<file path="src/rtl/mem_arbiter.sv">
// Purpose : arbitrates one shared single-port memory between instruction fetch (IF) and data memory (DM).
// Latency : ack pulses MEM_LAT+2 cycles after the IDLE cycle in which the request was sampled.
// Backpressure: the loser and any in-flight requester see stall_*; requests are only sampled in IDLE.
//
// Ports:
//   clk_i, rst_i                          clock, synchronous active-high reset
//   if_req_i/if_addr_i -> if_ack_o/if_rdata_o          fetch read channel
//   dm_req_i/dm_we_i/dm_addr_i/dm_wdata_i -> dm_ack_o/dm_rdata_o   load/store channel
//   mem_en_o/mem_we_o/mem_addr_o/mem_wdata_o, mem_rdata_i          shared memory port
//   stall_if_o, stall_dm_o                pipeline freeze requests (combinational)
module mem_arbiter #(
    parameter int MEM_LAT = 2
) (
    input  logic        clk_i,
    input  logic        rst_i,
    input  logic        if_req_i,
    input  logic [31:0] if_addr_i,
    output logic        if_ack_o,
    output logic [31:0] if_rdata_o,
    input  logic        dm_req_i,
    input  logic        dm_we_i,
    input  logic [31:0] dm_addr_i,
    input  logic [31:0] dm_wdata_i,
    output logic        dm_ack_o,
    output logic [31:0] dm_rdata_o,
    output logic        mem_en_o,
    output logic        mem_we_o,
    output logic [31:0] mem_addr_o,
    output logic [31:0] mem_wdata_o,
    input  logic [31:0] mem_rdata_i,
    output logic        stall_if_o,
    output logic        stall_dm_o
);

    typedef enum logic [1:0] {IDLE, ISSUE, WAIT, DONE} state_t;

    localparam logic       GRANT_IF = 1'b0;
    localparam logic       GRANT_DM = 1'b1;
    // ISSUE loads MEM_LAT-1 so the capture edge lands MEM_LAT cycles after the issue cycle.
    localparam logic [3:0] LAT_LOAD = 4'(MEM_LAT - 1);

    state_t      state, state_nxt;
    logic [3:0]  cnt, cnt_nxt;
    logic        last_grant, last_grant_nxt;
    logic        winner, winner_nxt;
    logic        grant_dm;

    logic        mem_en_nxt, mem_we_nxt;
    logic [31:0] mem_addr_nxt, mem_wdata_nxt;
    logic        if_ack_nxt, dm_ack_nxt;
    logic [31:0] if_rdata_nxt, dm_rdata_nxt;

    // DM wins when alone, or on contention when IF had the previous grant.
    assign grant_dm   = dm_req_i && (!if_req_i || (last_grant == GRANT_IF));

    assign stall_if_o = if_req_i && !if_ack_o;
    assign stall_dm_o = dm_req_i && !dm_ack_o;

    always_comb begin
        state_nxt      = state;
        cnt_nxt        = cnt;
        last_grant_nxt = last_grant;
        winner_nxt     = winner;
        mem_en_nxt     = 1'b0;
        mem_we_nxt     = mem_we_o;
        mem_addr_nxt   = mem_addr_o;
        mem_wdata_nxt  = mem_wdata_o;
        if_ack_nxt     = 1'b0;
        dm_ack_nxt     = 1'b0;
        if_rdata_nxt   = if_rdata_o;
        dm_rdata_nxt   = dm_rdata_o;

        case (state)
            IDLE: begin
                if (if_req_i || dm_req_i) begin
                    state_nxt      = ISSUE;
                    mem_en_nxt     = 1'b1;
                    winner_nxt     = grant_dm;
                    last_grant_nxt = grant_dm;
                    if (grant_dm) begin
                        mem_we_nxt    = dm_we_i;
                        mem_addr_nxt  = dm_addr_i;
                        mem_wdata_nxt = dm_wdata_i;
                    end else begin
                        mem_we_nxt    = 1'b0;
                        mem_addr_nxt  = if_addr_i;
                        mem_wdata_nxt = '0;
                    end
                end
            end
            ISSUE: begin
                cnt_nxt   = LAT_LOAD;
                state_nxt = WAIT;
            end
            WAIT: begin
                if (cnt == 4'd0) begin
                    state_nxt = DONE;
                    if (winner == GRANT_DM) begin
                        dm_ack_nxt = 1'b1;
                        // Stores complete with an ack but leave the load data untouched.
                        if (!mem_we_o) begin
                            dm_rdata_nxt = mem_rdata_i;
                        end
                    end else begin
                        if_ack_nxt   = 1'b1;
                        if_rdata_nxt = mem_rdata_i;
                    end
                end else begin
                    cnt_nxt = cnt - 4'd1;
                end
            end
            DONE: begin
                state_nxt = IDLE;
            end
            default: begin
                state_nxt = IDLE;
            end
        endcase
    end

    always_ff @(posedge clk_i) begin
        if (rst_i) begin
            state       <= IDLE;
            cnt         <= '0;
            last_grant  <= GRANT_IF;
            winner      <= GRANT_IF;
            mem_en_o    <= 1'b0;
            mem_we_o    <= 1'b0;
            mem_addr_o  <= '0;
            mem_wdata_o <= '0;
            if_ack_o    <= 1'b0;
            dm_ack_o    <= 1'b0;
            if_rdata_o  <= '0;
            dm_rdata_o  <= '0;
        end else begin
            state       <= state_nxt;
            cnt         <= cnt_nxt;
            last_grant  <= last_grant_nxt;
            winner      <= winner_nxt;
            mem_en_o    <= mem_en_nxt;
            mem_we_o    <= mem_we_nxt;
            mem_addr_o  <= mem_addr_nxt;
            mem_wdata_o <= mem_wdata_nxt;
            if_ack_o    <= if_ack_nxt;
            dm_ack_o    <= dm_ack_nxt;
            if_rdata_o  <= if_rdata_nxt;
            dm_rdata_o  <= dm_rdata_nxt;
        end
    end

endmodule

</file>
<file path="config.mk">
export PLATFORM = sky130hd
export DESIGN_NAME = mem_arbiter
export DESIGN_NICKNAME = d
export VERILOG_FILES = /design/src/rtl/mem_arbiter.sv
export SDC_FILE = /design/constraint.sdc
export NUM_CORES = 1
export LEC_CHECK = 0
export CORE_MARGIN = 2
export CORE_UTILIZATION = 35
export DETAILED_ROUTE_END_ITERATION = 7
export PLACE_DENSITY = 0.8
export SETUP_SLACK_MARGIN = 0.2
export SLEW_MARGIN = 30
export SYNTH_ARGS = -nofsm -noshare
export SYNTH_HDL_FRONTEND = slang
export SYNTH_SLANG_ARGS = --single-unit
</file>
<file path="constraint.sdc">
create_clock -name clk_i -period 2.2 [get_ports clk_i]
set_clock_uncertainty 0.2 [all_clocks]
set_input_delay 0.44 -clock clk_i [delete_from_list [all_inputs] [get_ports clk_i]]
set_output_delay 0.44 -clock clk_i [all_outputs]
set_load 0.02 [all_outputs]
</file>
# Word level (Yosys, flattened, before mapping)
# Index checks and enable logic that the tools add are counted.
[word_totals]
regBits = 139
latch_bits = 0
ram_bits = 0
romBits = 0
mem_count = 0
[classes]
add_sub_neg = 1
multipliers = 0
n_div = 0
order_cmp = 0
eq_ne = 6
n_shift = 0
n_mux = 11
bitwise = 5
reduce_logical = 18
[op_table]
columns = ["op", "count"]
rows = [
  ["$mux 32", 2],
  ["$pmux 2 s4", 1],
  ["$pmux 4 s2", 1],
  ["$ne 2x2->1 const B", 3],
  ["$reduce_and 2->1", 3],
  ["$not 1->1", 5],
  ["$eq 2x2->1 const B", 2],
  ["$logic_not 4->1", 1],
  ["$mux 1", 4],
  ["$mux 2", 2],
  ["$mux 4", 1],
  ["$reduce_and 4->1", 1],
  ["$sub 4x1->4 const B", 1],
  ["$logic_and 1x1->1", 3],
  ["$logic_not 1->1", 3],
  ["$reduce_and 3->1", 1],
  ["$reduce_or 3->1", 1],
  ["$eq 2x1->1 const B", 1],
  ["$logic_not 2->1", 1],
  ["$logic_or 1x1->1", 2],
  ["$reduce_bool 2->1", 1],
  ["$reduce_or 2->1", 1],
]

# Logic depth before layout (Yosys ltp)
# Gate-level depths: netlist of run 1.
[depth]
ltp_word = 4
depth_mapped = 7
depth_no_buf = 5

# Worst setup path before layout of run 1
# Ideal clock, no wire load.
[synth_timing]
kind = "flip-flop to flip-flop"
start = "register state[0]"
end = "register if_rdata_o[12]"
t_arrival_ps = 1339
required_time_ps = 1868
path_slack_ps = 528
stages_incl_launch_ff = 8
synth_period_minus_slack_ps = 1672
cell_sequence = "dfxtp_1 -> inv_1 -> ha_1 -> nand4bb_1 -> buf_4 -> clkbuf_1 -> o21ai_0 -> a21oi_1"
[synth_between]
elab_chain_len = 2
[synth_lines]
columns = ["element", "line", "text"]
rows = [
  ["start, declared", "42", "state_t state, state_nxt;"],
  ["start signal, assigned", "136", "state <= state_nxt;"],
  ["$eq 2x2->1", "73", "case (state)"],
  ["$reduce_and 3->1 (no source line)", "n/a", ""],
  ["end signal, assigned", "146", "if_rdata_o <= if_rdata_nxt;"],
  ["end, declared", "19", "output logic [31:0] if_rdata_o,"],
]
# Every way passes these cells.
# A chain may end at the register's enable or synchronous reset.

# Worst setup path after layout of run 1
[layout_timing]
start = "input dm_req_i"
end = "output stall_dm_o"
[layout_between]
elab_chain_len = 1
[layout_lines]
columns = ["element", "line", "text"]
rows = [
  ["start, declared", "20", "input logic dm_req_i,"],
  ["$logic_and 1x1->1", "57", "assign stall_dm_o = dm_req_i && !dm_ack_o;"],
  ["end, declared", "32", "output logic stall_dm_o"],
]
# Every way passes these cells.

==> results of run 1 <==
## power by group through the flow
stage	combinational, uW	sequential [uW]	clock (uW)
CTS	3440	3250	3180
floorplan	1590	3810	0
global route	3810	3310	3300
global placement	3650	3300	0
detailed placement	3680	3310	0
finish	3540	3240	3120
## critical path, stage by stage
cell and delay [ns]:
clkdlybuf4s50_1 0.52, nor2b_1 0.14, clkbuf_2 0.17
## repair_timing
item                                    CTS  global route
hold endpoints to repair                  0             0
gates cloned                              0             2
endpoints found under the setup margin  105            79
resized for setup                       106            34
## worst paths after layout
path                                 startpoint               to  slack [ns]  cells past startpoint
worst max-delay path                   dm_req_i       stall_dm_o        0.29                      3
worst min-delay path                      rst_i         state[0]        0.07                      2
worst max register to register         state[0]    dm_rdata_o[4]        0.34                      6
worst min register to register  mem_wdata_o[31]  mem_wdata_o[31]        0.27                      1
## synthesized netlist by cell type (2+ instances only)
library cell / n
nand3_1: 64
dfxtp_1: 139
buf_1: 6
o21ai_1: 8
clkbuf_1: 21
nor3_1: 2
mux2i_1: 33
or3_1: 3
ha_1: 5
buf_4: 4
inv_1: 6
buf_6: 8
o21ai_0: 61
nand2b_1: 3
nor3b_1: 2
nor2b_1: 5
nor2_1: 34
a211oi_1: 31
a22o_1: 33
a21oi_1: 68
buf_2: 18
## through the flow
step,cell area [um2],power [uW],setup slack [ns]
2_1_floorplan,5380,5400,0.528
3_3_place_gp,8190,6950,-0.140
3_5_place_dp,8190,6990,-0.143
4_1_cts,8710,9870,0.134
5_1_grt,8840,10400,0.232
6_report,8840,9900,0.286
## state kept, by name (all words and copies together) (netlist names)
register     cells
cnt              4
dm_rdata_o      32
if_rdata_o      32
mem_addr_o      32
dm_ack_o         1
state            2
mem_we_o         1
mem_en_o         1
winner           1
if_ack_o         1
mem_wdata_o     32
## per-layer routing
metal	routed length [um]	vias up	global-route usage, %
met1	6930	2445	23.1
met5	0	-	0
li1	-	2559	-
met2	8290	195	31.7
met3	920	42	4.84
met4	685	0	11.0
## cell families (layout without fill, tap and decap cells)
family / Yosys count / count (layout) / synth area share (%)
AO/OA/AOI/OAI: 207 / 207 / 23.4
adder cells (fa/ha/maj): 5 / 5 / 1.16
buffers and inverters: 64 / 323 / 6.30
flip-flops: 139 / 139 / 51.7
multiplexers: 33 / 33 / 6.14
AND/OR/NAND/NOR: 120 / 120 / 11.3
## layout make-up
cell class	instances	share of cell area (%)
inverters	6	0.255
clock buffers	17	4.81
repair buffers	285	32.4
well taps	188	2.66
flip-flops and latches	139	31.5
clock inverters	15	2.52
multi-input cells	365	25.9
==> flow_summary.ini, run 1 <==
[synthesis]
synth.area.top_cells = dfxtp_1 (52%), a21oi_1 (6.3%), mux2i_1 (6.1%)
ys_async_sr_fraction_pct = 0
yosysTopAreaCell = dfxtp_1
synth.net_count = 706
synth_cell_types = 35
syn_inst = 568
synth_sequential_area_ratio_pct = 51.7
synth_edf_count = 0
yosysWarningCount = 0
syn_area_per_cell_um2 = 9.47
syn-cell-area_mm2 = 0.00538
ys_seq_elements = 139
ys.flop_type = dfxtp_1
yosysTopAreaCellShare_pct = 51.7

[layout]
register_area_mm2 = 0.00278
final_cells = 1015
final_common_cell = dfxtp_1
multi_input_area_mm2 = 0.00229
drive_gt1_share_pct = 7.50
diodes = 0
syn2layout_area_growth_pct = 64.2
fillers = 1292
final_util_pct = 58.6
final_cell_mix = dfxtp_1 (139), clkdlybuf4s50_1 (131), dlygate4sd2_1 (103)
nets = 952

[global_route]
track_usage_pct = 19.3
grt_pass1_vias = 4951
antenna_found_initial = 0
grt_max_degree = 71
overflow = 0
grt_pass1_wl_um = 25200

[sta]
fin_tns_setup_ns = 0
fin_crit_sh_pct = 87.0
maxSlewViolCount = 0
hold_violations = 0
tightest_slew_ns = 0.749
slew_headroom_pct = 50.1
fmax_ghz = 0.522
rsz0062_at_grt = false
finalSetupViolCount = 0
fin_crit_ns = 1.91
timing.hold.ws_ns = 0.0682

[detailed_routing]
drcViolationCount = 0
routed_wl_um = 16800
dr.pass1.iters = 6
ant_nets = 0
drt-initial-drc-count = 397
via_count = 5241
vias_per_cell = 5.16
wl_per_cell_um = 16.6

[floorplanning]
dieArea_mm2 = 0.0164
pin_count = 267
fp.dieW_um = 128
fp.dieH_um = 128
placementRows = 45
coreArea_mm2 = 0.0151
start_util_pct = 35.7

[critical_path]
worst-path-max-fanout = 2
startpoint_type = input port
arrival_ns = 1.27
worstSetupPathType = in2out
cp-end-kind = output pin
required_ns = 1.56

[power_and_ir_drop]
ir_worst_vdd_mv = 0.567
power_density_mw_per_mm2 = 1120
p_sw_uw = 3450
pwr-share-seq_pct = 32.7
netSwitchingFraction_pct = 34.8
p_int_uw = 6460
clockPowerShare_pct = 31.5
p_comb_share_pct = 35.8
cellLeakagePower_uw = 0.00417

[clock_network]
htreeDepth = 4
cts_root_buf = clkbuf_16
postCtsHoldBufs = 0
post-cts-setup-buffer-count = 0
cts.clk_slew.worst_paths_ns = 0.05
clockBufferDepth = 2
cts_inserted_buffers = 17
clock_sinks = 139
clk_latency_ns = 0.41
cts_tree = done

[placed_design]
gp_congestion = 0.786
numPlacedInstances = 981
hpwl_um = 11000
io_buffers = 266

[hold_path]
holdCritPathClass = in2reg

[run]
maxCapViolCount = 0

[outcome]
status = finished, final reports clean
(Power assumes the default switching activity.)
==> run 2: changes to the inputs <==
--- a/config.mk
+++ b/config.mk
@@ -5,9 +5,11 @@
 export SDC_FILE = /design/constraint.sdc
 export NUM_CORES = 1
 export LEC_CHECK = 0
+export CORE_ASPECT_RATIO = 0.6
 export CORE_MARGIN = 2
 export CORE_UTILIZATION = 35
 export DETAILED_ROUTE_END_ITERATION = 7
+export MAX_ROUTING_LAYER = met4
 export PLACE_DENSITY = 0.8
 export SETUP_SLACK_MARGIN = 0.2
 export SLEW_MARGIN = 30
==> run 2 against run 1 <==
  * Sequential share of layout area is 0.054 points higher
  * Non-clock buffer count shrank 1
  * Clock power fell by 13%
  * Critical path depth decreased by 2
  * Sequential power is essentially flat
  * Cell count is 1.3% higher
  * Via count shrank 0.76%
  * Power decreased by 4.6%
  * Highest routed layer unchanged
==> flow_summary.ini, run 2 (same netlist as run 1, synthesis figures left out) <==
[detailed_routing]
dr.pass1.iters = 6
ant_nets = 0
drcViolationCount = 0
via_count = 5201
wl_per_cell_um = 16.2
routed_wl_um = 16700
drt-initial-drc-count = 358
vias_per_cell = 5.06

[floorplanning]
start_util_pct = 35.4
dieArea_mm2 = 0.0164
coreArea_mm2 = 0.0152
pin_count = 267
fp.dieH_um = 100
fp.dieW_um = 164
placementRows = 35

[critical_path]
cp-end-kind = output pin
startpoint_type = flop
critical-path-max-stage-delay_ns = 0.61
path_buf_inv = 1
arrival_ns = 1.33
worst-path-max-fanout = 2
path_cells = clkdlybuf4s50_1
cp_top_family = buffers and inverters
required_ns = 1.56
worstSetupPathType = reg2out
critPathSlowestCell = clkdlybuf4s50_1

[layout]
postLayoutCellArea_mm2 = 0.00882
drive_gt1_share_pct = 7.15
nets = 951
final_cell_mix = dfxtp_1 (139), clkdlybuf4s50_1 (135), dlygate4sd2_1 (73)
syn2layout_area_growth_pct = 64.0
diodes = 0
final_common_cell = dfxtp_1
final_cells = 1028

[placed_design]
hpwl_um = 11300
numPlacedInstances = 996
io_buffers = 266
gp_congestion = 0.799
dp_slack_ns = -0.105
placed_cell_area_mm2 = 0.00820

[global_route]
grt_pass1_vias = 4789
track_usage_pct = 19.9
overflow = 0
antenna_found_initial = 0
grt_max_degree = 67
grt_pass1_wl_um = 25200

[power_and_ir_drop]
pwr-share-seq_pct = 34.3
p_int_uw = 6030
power_density_mw_per_mm2 = 1070
clockPowerShare_pct = 28.6
p_comb_share_pct = 37.0
cellLeakagePower_uw = 0.00442
p_sw_uw = 3410
netSwitchingFraction_pct = 36.1
ir_worst_vdd_mv = 0.591

[run]
maxCapViolCount = 0

[sta]
fin_tns_setup_ns = 0
fmax_ghz = 0.507
fin_crit_ns = 1.97
maxSlewViolCount = 0
hold_violations = 0
tightest_slew_ns = 0.572
fin_crit_sh_pct = 89.7
slew_headroom_pct = 61.9
rsz0062_at_grt = true
fin_ws_ns = 0.226
finalSetupViolCount = 0

[hold_path]
holdCritPathClass = in2reg

[clock_network]
clk_latency_ns = 0.40
clockBufferDepth = 2
htreeDepth = 4
cts_inserted_buffers = 17
clock_sinks = 139
cts.clk_slew.worst_paths_ns = 0.06
cts_root_buf = clkbuf_16
cts_tree = done

[outcome]
status = finished, final reports clean
==> run 2: power by group through the flow <==
stage	Clock, uW	Combinational (uW)	Sequential, uW
6_report	2710	3500	3240
5_1_grt	2890	3800	3300
4_1_cts	2780	3490	3250
3_5_place_dp	0	3670	3310
3_3_place_gp	0	3630	3300
2_1_floorplan	0	1590	3810
==> run 2: layout make-up <==
cell class | count | area, um2
Clock buffer | 19 | 443
Clock inverter | 12 | 118
Inverter | 6 | 22.5
Timing Repair Buffer | 284 | 2920
Tap cell | 203 | 254
Sequential cell | 139 | 2780
Fill cell | 1347 | 6370
Multi-Input combinational cell | 365 | 2280
==> run 2: per-layer routing <==
metal	global-route usage, %	up-vias	share of wire, %
li1	-	2554	-
met1	26.4	2424	46
met2	29.9	210	45
met3	5.62	13	7.8
met4	4.79	0	1.0
met5	-	-	0
==> run 2: what timing repair did <==
item	CTS	global route
endpoints found under the hold margin	0	0
resized for setup	75	60
cloned	0	1
endpoints found under the setup margin	75	121
hold buffers	0	0
setup buffers	0	0
==> run 2: path summary, 6_finish.rpt <==
path / from / to / slack [ns] / cells after the start
worst max-delay path: if_rdata_o[29] / if_rdata_o[29] / 0.23 / 1
worst min-delay path: rst_i / if_rdata_o[20] / 0.16 / 2
worst max register to register: state[0] / if_rdata_o[11] / 0.33 / 6
worst min register to register: mem_wdata_o[20] / mem_wdata_o[20] / 0.27 / 1
==> run 2: stage by stage <==
stage	util, %	power (uW)	hold slack, ns
2_1_floorplan	-	5400	0.268
3_3_place_gp	53.9	6920	0.255
3_5_place_dp	53.9	6970	0.255
4_1_cts	57.0	9530	0.141
5_1_grt	58.0	10000	0.164
6_report	58.0	9450	0.158
==> run 3: changes to the inputs <==
--- a/config.mk
+++ b/config.mk
@@ -5,7 +5,7 @@
 export SDC_FILE = /design/constraint.sdc
 export NUM_CORES = 1
 export LEC_CHECK = 0
-export CORE_ASPECT_RATIO = 0.6
+export CORE_ASPECT_RATIO = 1.25
 export CORE_MARGIN = 2
 export CORE_UTILIZATION = 35
 export DETAILED_ROUTE_END_ITERATION = 7
==> run 3 against run 2 <==
  * Cell count decreased by 1.9%
  * Worst setup slack better by 0.018 ns
  * First-iteration DRC count rose by 7.3%
  * Global-route usage rose by 0.93 points
  * Wire length grew 2.1%
  * Maximum frequency grew 0.90%
  * Worst hold slack improved by 0.012 ns
  * Count of clock-buffer cells in the layout fell by 1
  * Sequential share of layout area decreased by 0.063 points
  * Largest power group unchanged
==> flow_summary.ini, run 3 (same netlist as run 1, synthesis figures left out) <==
[outcome]
status = finished, final reports clean

[critical_path]
r2r_cells = 6
path_cells = clkdlybuf4s50_1
worstSetupPathType = reg2out
r2r_start = state[0]
worst-path-max-fanout = 2
startpoint_type = flop
cp_top_family = buffers and inverters
critical-path-max-stage-delay_ns = 0.60
required_ns = 1.56
path_buf_inv = 1
arrival_ns = 1.32
critPathSlowestCell = clkdlybuf4s50_1
rrSetupSlack_ns = 0.32
cp-end-kind = output pin
worstReg2RegEnd = dm_rdata_o[7]

[hold_path]
hold_path_startpoint = rst_i
worstHoldEndpoint = mem_addr_o[22]
hold_depth = 2
holdCritPathClass = in2reg

[clock_network]
clock_sinks = 139
cts.clk_slew.worst_paths_ns = 0.06
cts_root_buf = clkbuf_16
post-cts-setup-buffer-count = 0
htreeDepth = 4
postCtsHoldBufs = 0
clockBufferDepth = 2
cts_inserted_buffers = 17
cts_tree = done
clk_latency_ns = 0.40

[sta]
fin_crit_ns = 1.96
maxSlewViolCount = 0
fin_tns_setup_ns = 0
fmax_ghz = 0.511
rsz0062_at_grt = false
slew_headroom_pct = 70.2
finalSetupViolCount = 0
tightest_slew_ns = 0.447
fin_crit_sh_pct = 88.9
hold_violations = 0

[global_route]
overflow = 0
grt_pass1_wl_um = 26000
grt_max_degree = 58
grt_pass1_vias = 4970
track_usage_pct = 20.8
antenna_found_initial = 0

[power_and_ir_drop]
clockPowerShare_pct = 31.5
p_comb_share_pct = 35.5
pwr-share-seq_pct = 33.0
ir_worst_vdd_mv = 0.677
p_sw_uw = 3470
power_density_mw_per_mm2 = 1120
netSwitchingFraction_pct = 35.2
cellLeakagePower_uw = 0.00428
p_int_uw = 6400

[layout]
drive_gt1_share_pct = 7.63
nets = 951
final_util_pct = 58.9
syn2layout_area_growth_pct = 64.3
final_common_cell = dfxtp_1
final_cells = 1008
final_cell_mix = dfxtp_1 (139), clkdlybuf4s50_1 (132), dlygate4sd2_1 (92)
diodes = 0

[detailed_routing]
ant_nets = 0
wl_per_cell_um = 16.9
via_count = 5269
dr.pass1.iters = 4
drcViolationCount = 0
routed_wl_um = 17000
vias_per_cell = 5.23
drt-initial-drc-count = 384

[floorplanning]
fp.dieW_um = 115
dieArea_mm2 = 0.0164
pin_count = 267
fp.dieH_um = 143
coreArea_mm2 = 0.0150
placementRows = 50
start_util_pct = 35.8

[placed_design]
numPlacedInstances = 976
gp_congestion = 0.815
io_buffers = 266
hpwl_um = 12000

[run]
maxCapViolCount = 0
-- run 3: cell count changes in the layout (fill, tap and decap cells not counted), sizes merged --
cell | before | now
dlygate4sd2 | 73 | 92
dlymetal6s2s | 55 | 39
inv | 9 | 12
clkinv | 4 | 3
clkdlybuf4s50 | 135 | 132
clkinvlp | 4 | 1
buf | 18 | 21
clkbuf | 22 | 18
bufinv | 1 | 4
-- run 3: how the worst max path moves through the flow --
stage / cells after the start / endpoint / from
3_5_place_dp: 5 / mem_addr_o[15] / dm_req_i
6_report: 1 / if_rdata_o[11] / if_rdata_o[11]
2_1_floorplan: 7 / if_rdata_o[12] / state[0]
5_1_grt: 1 / dm_rdata_o[7] / dm_rdata_o[7]
3_3_place_gp: 5 / mem_addr_o[23] / dm_req_i
4_1_cts: 3 / stall_if_o / if_req_i
-- run 3: final cells by class --
class / instances / area, um2
timing repair buffer: 284 / 2880
clock buffer: 18 / 439
sequential: 139 / 2780
multi-input combinational: 365 / 2280
clock inverter: 14 / 205
tap: 182 / 228
fill: 1349 / 6180
inverter: 6 / 22.5
-- run 3: routing by layer --
metal  wire length [um]  GRT usage [%]  vias to the layer above  part of all wire [%]
met5                  0              -                        -                     0
met4                345           7.55                        0                   2.0
met1               7040           25.5                     2469                    41
met3               1340           5.77                       22                   7.9
met2               8300           32.8                      228                    49
li1                   -              -                     2550                     -
-- run 3: metrics by stage --
| step | total power [uW] | hold WS, ns | worst slack, ns | cell area, um2 |
|---|---|---|---|---|
| after floorplan | 5400 | 0.268 | 0.528 | 5380 |
| after global placement | 7030 | 0.255 | 0.116 | 8200 |
| after detailed placement | 7070 | 0.256 | 0.0750 | 8200 |
| after CTS | 9970 | 0.166 | 0.156 | 8730 |
| after global routing | 10400 | 0.166 | 0.202 | 8840 |
| final | 9870 | 0.170 | 0.243 | 8840 |
-- run 3: timing repair --
action                                  in CTS  in global routing
endpoints found under the setup margin      93                 69
pin swaps                                    0                  0
resized for setup                           93                 42
gates cloned                                 0                  0
-- run 3: power by group through the flow --
stage               clock (uW)  sequential [uW]  combinational [uW]
finish                    3110             3250                3510
global route              3290             3320                3800
CTS                       3190             3260                3530
detailed placement           0             3310                3750
global placement             0             3300                3730
floorplan                    0             3810                1590
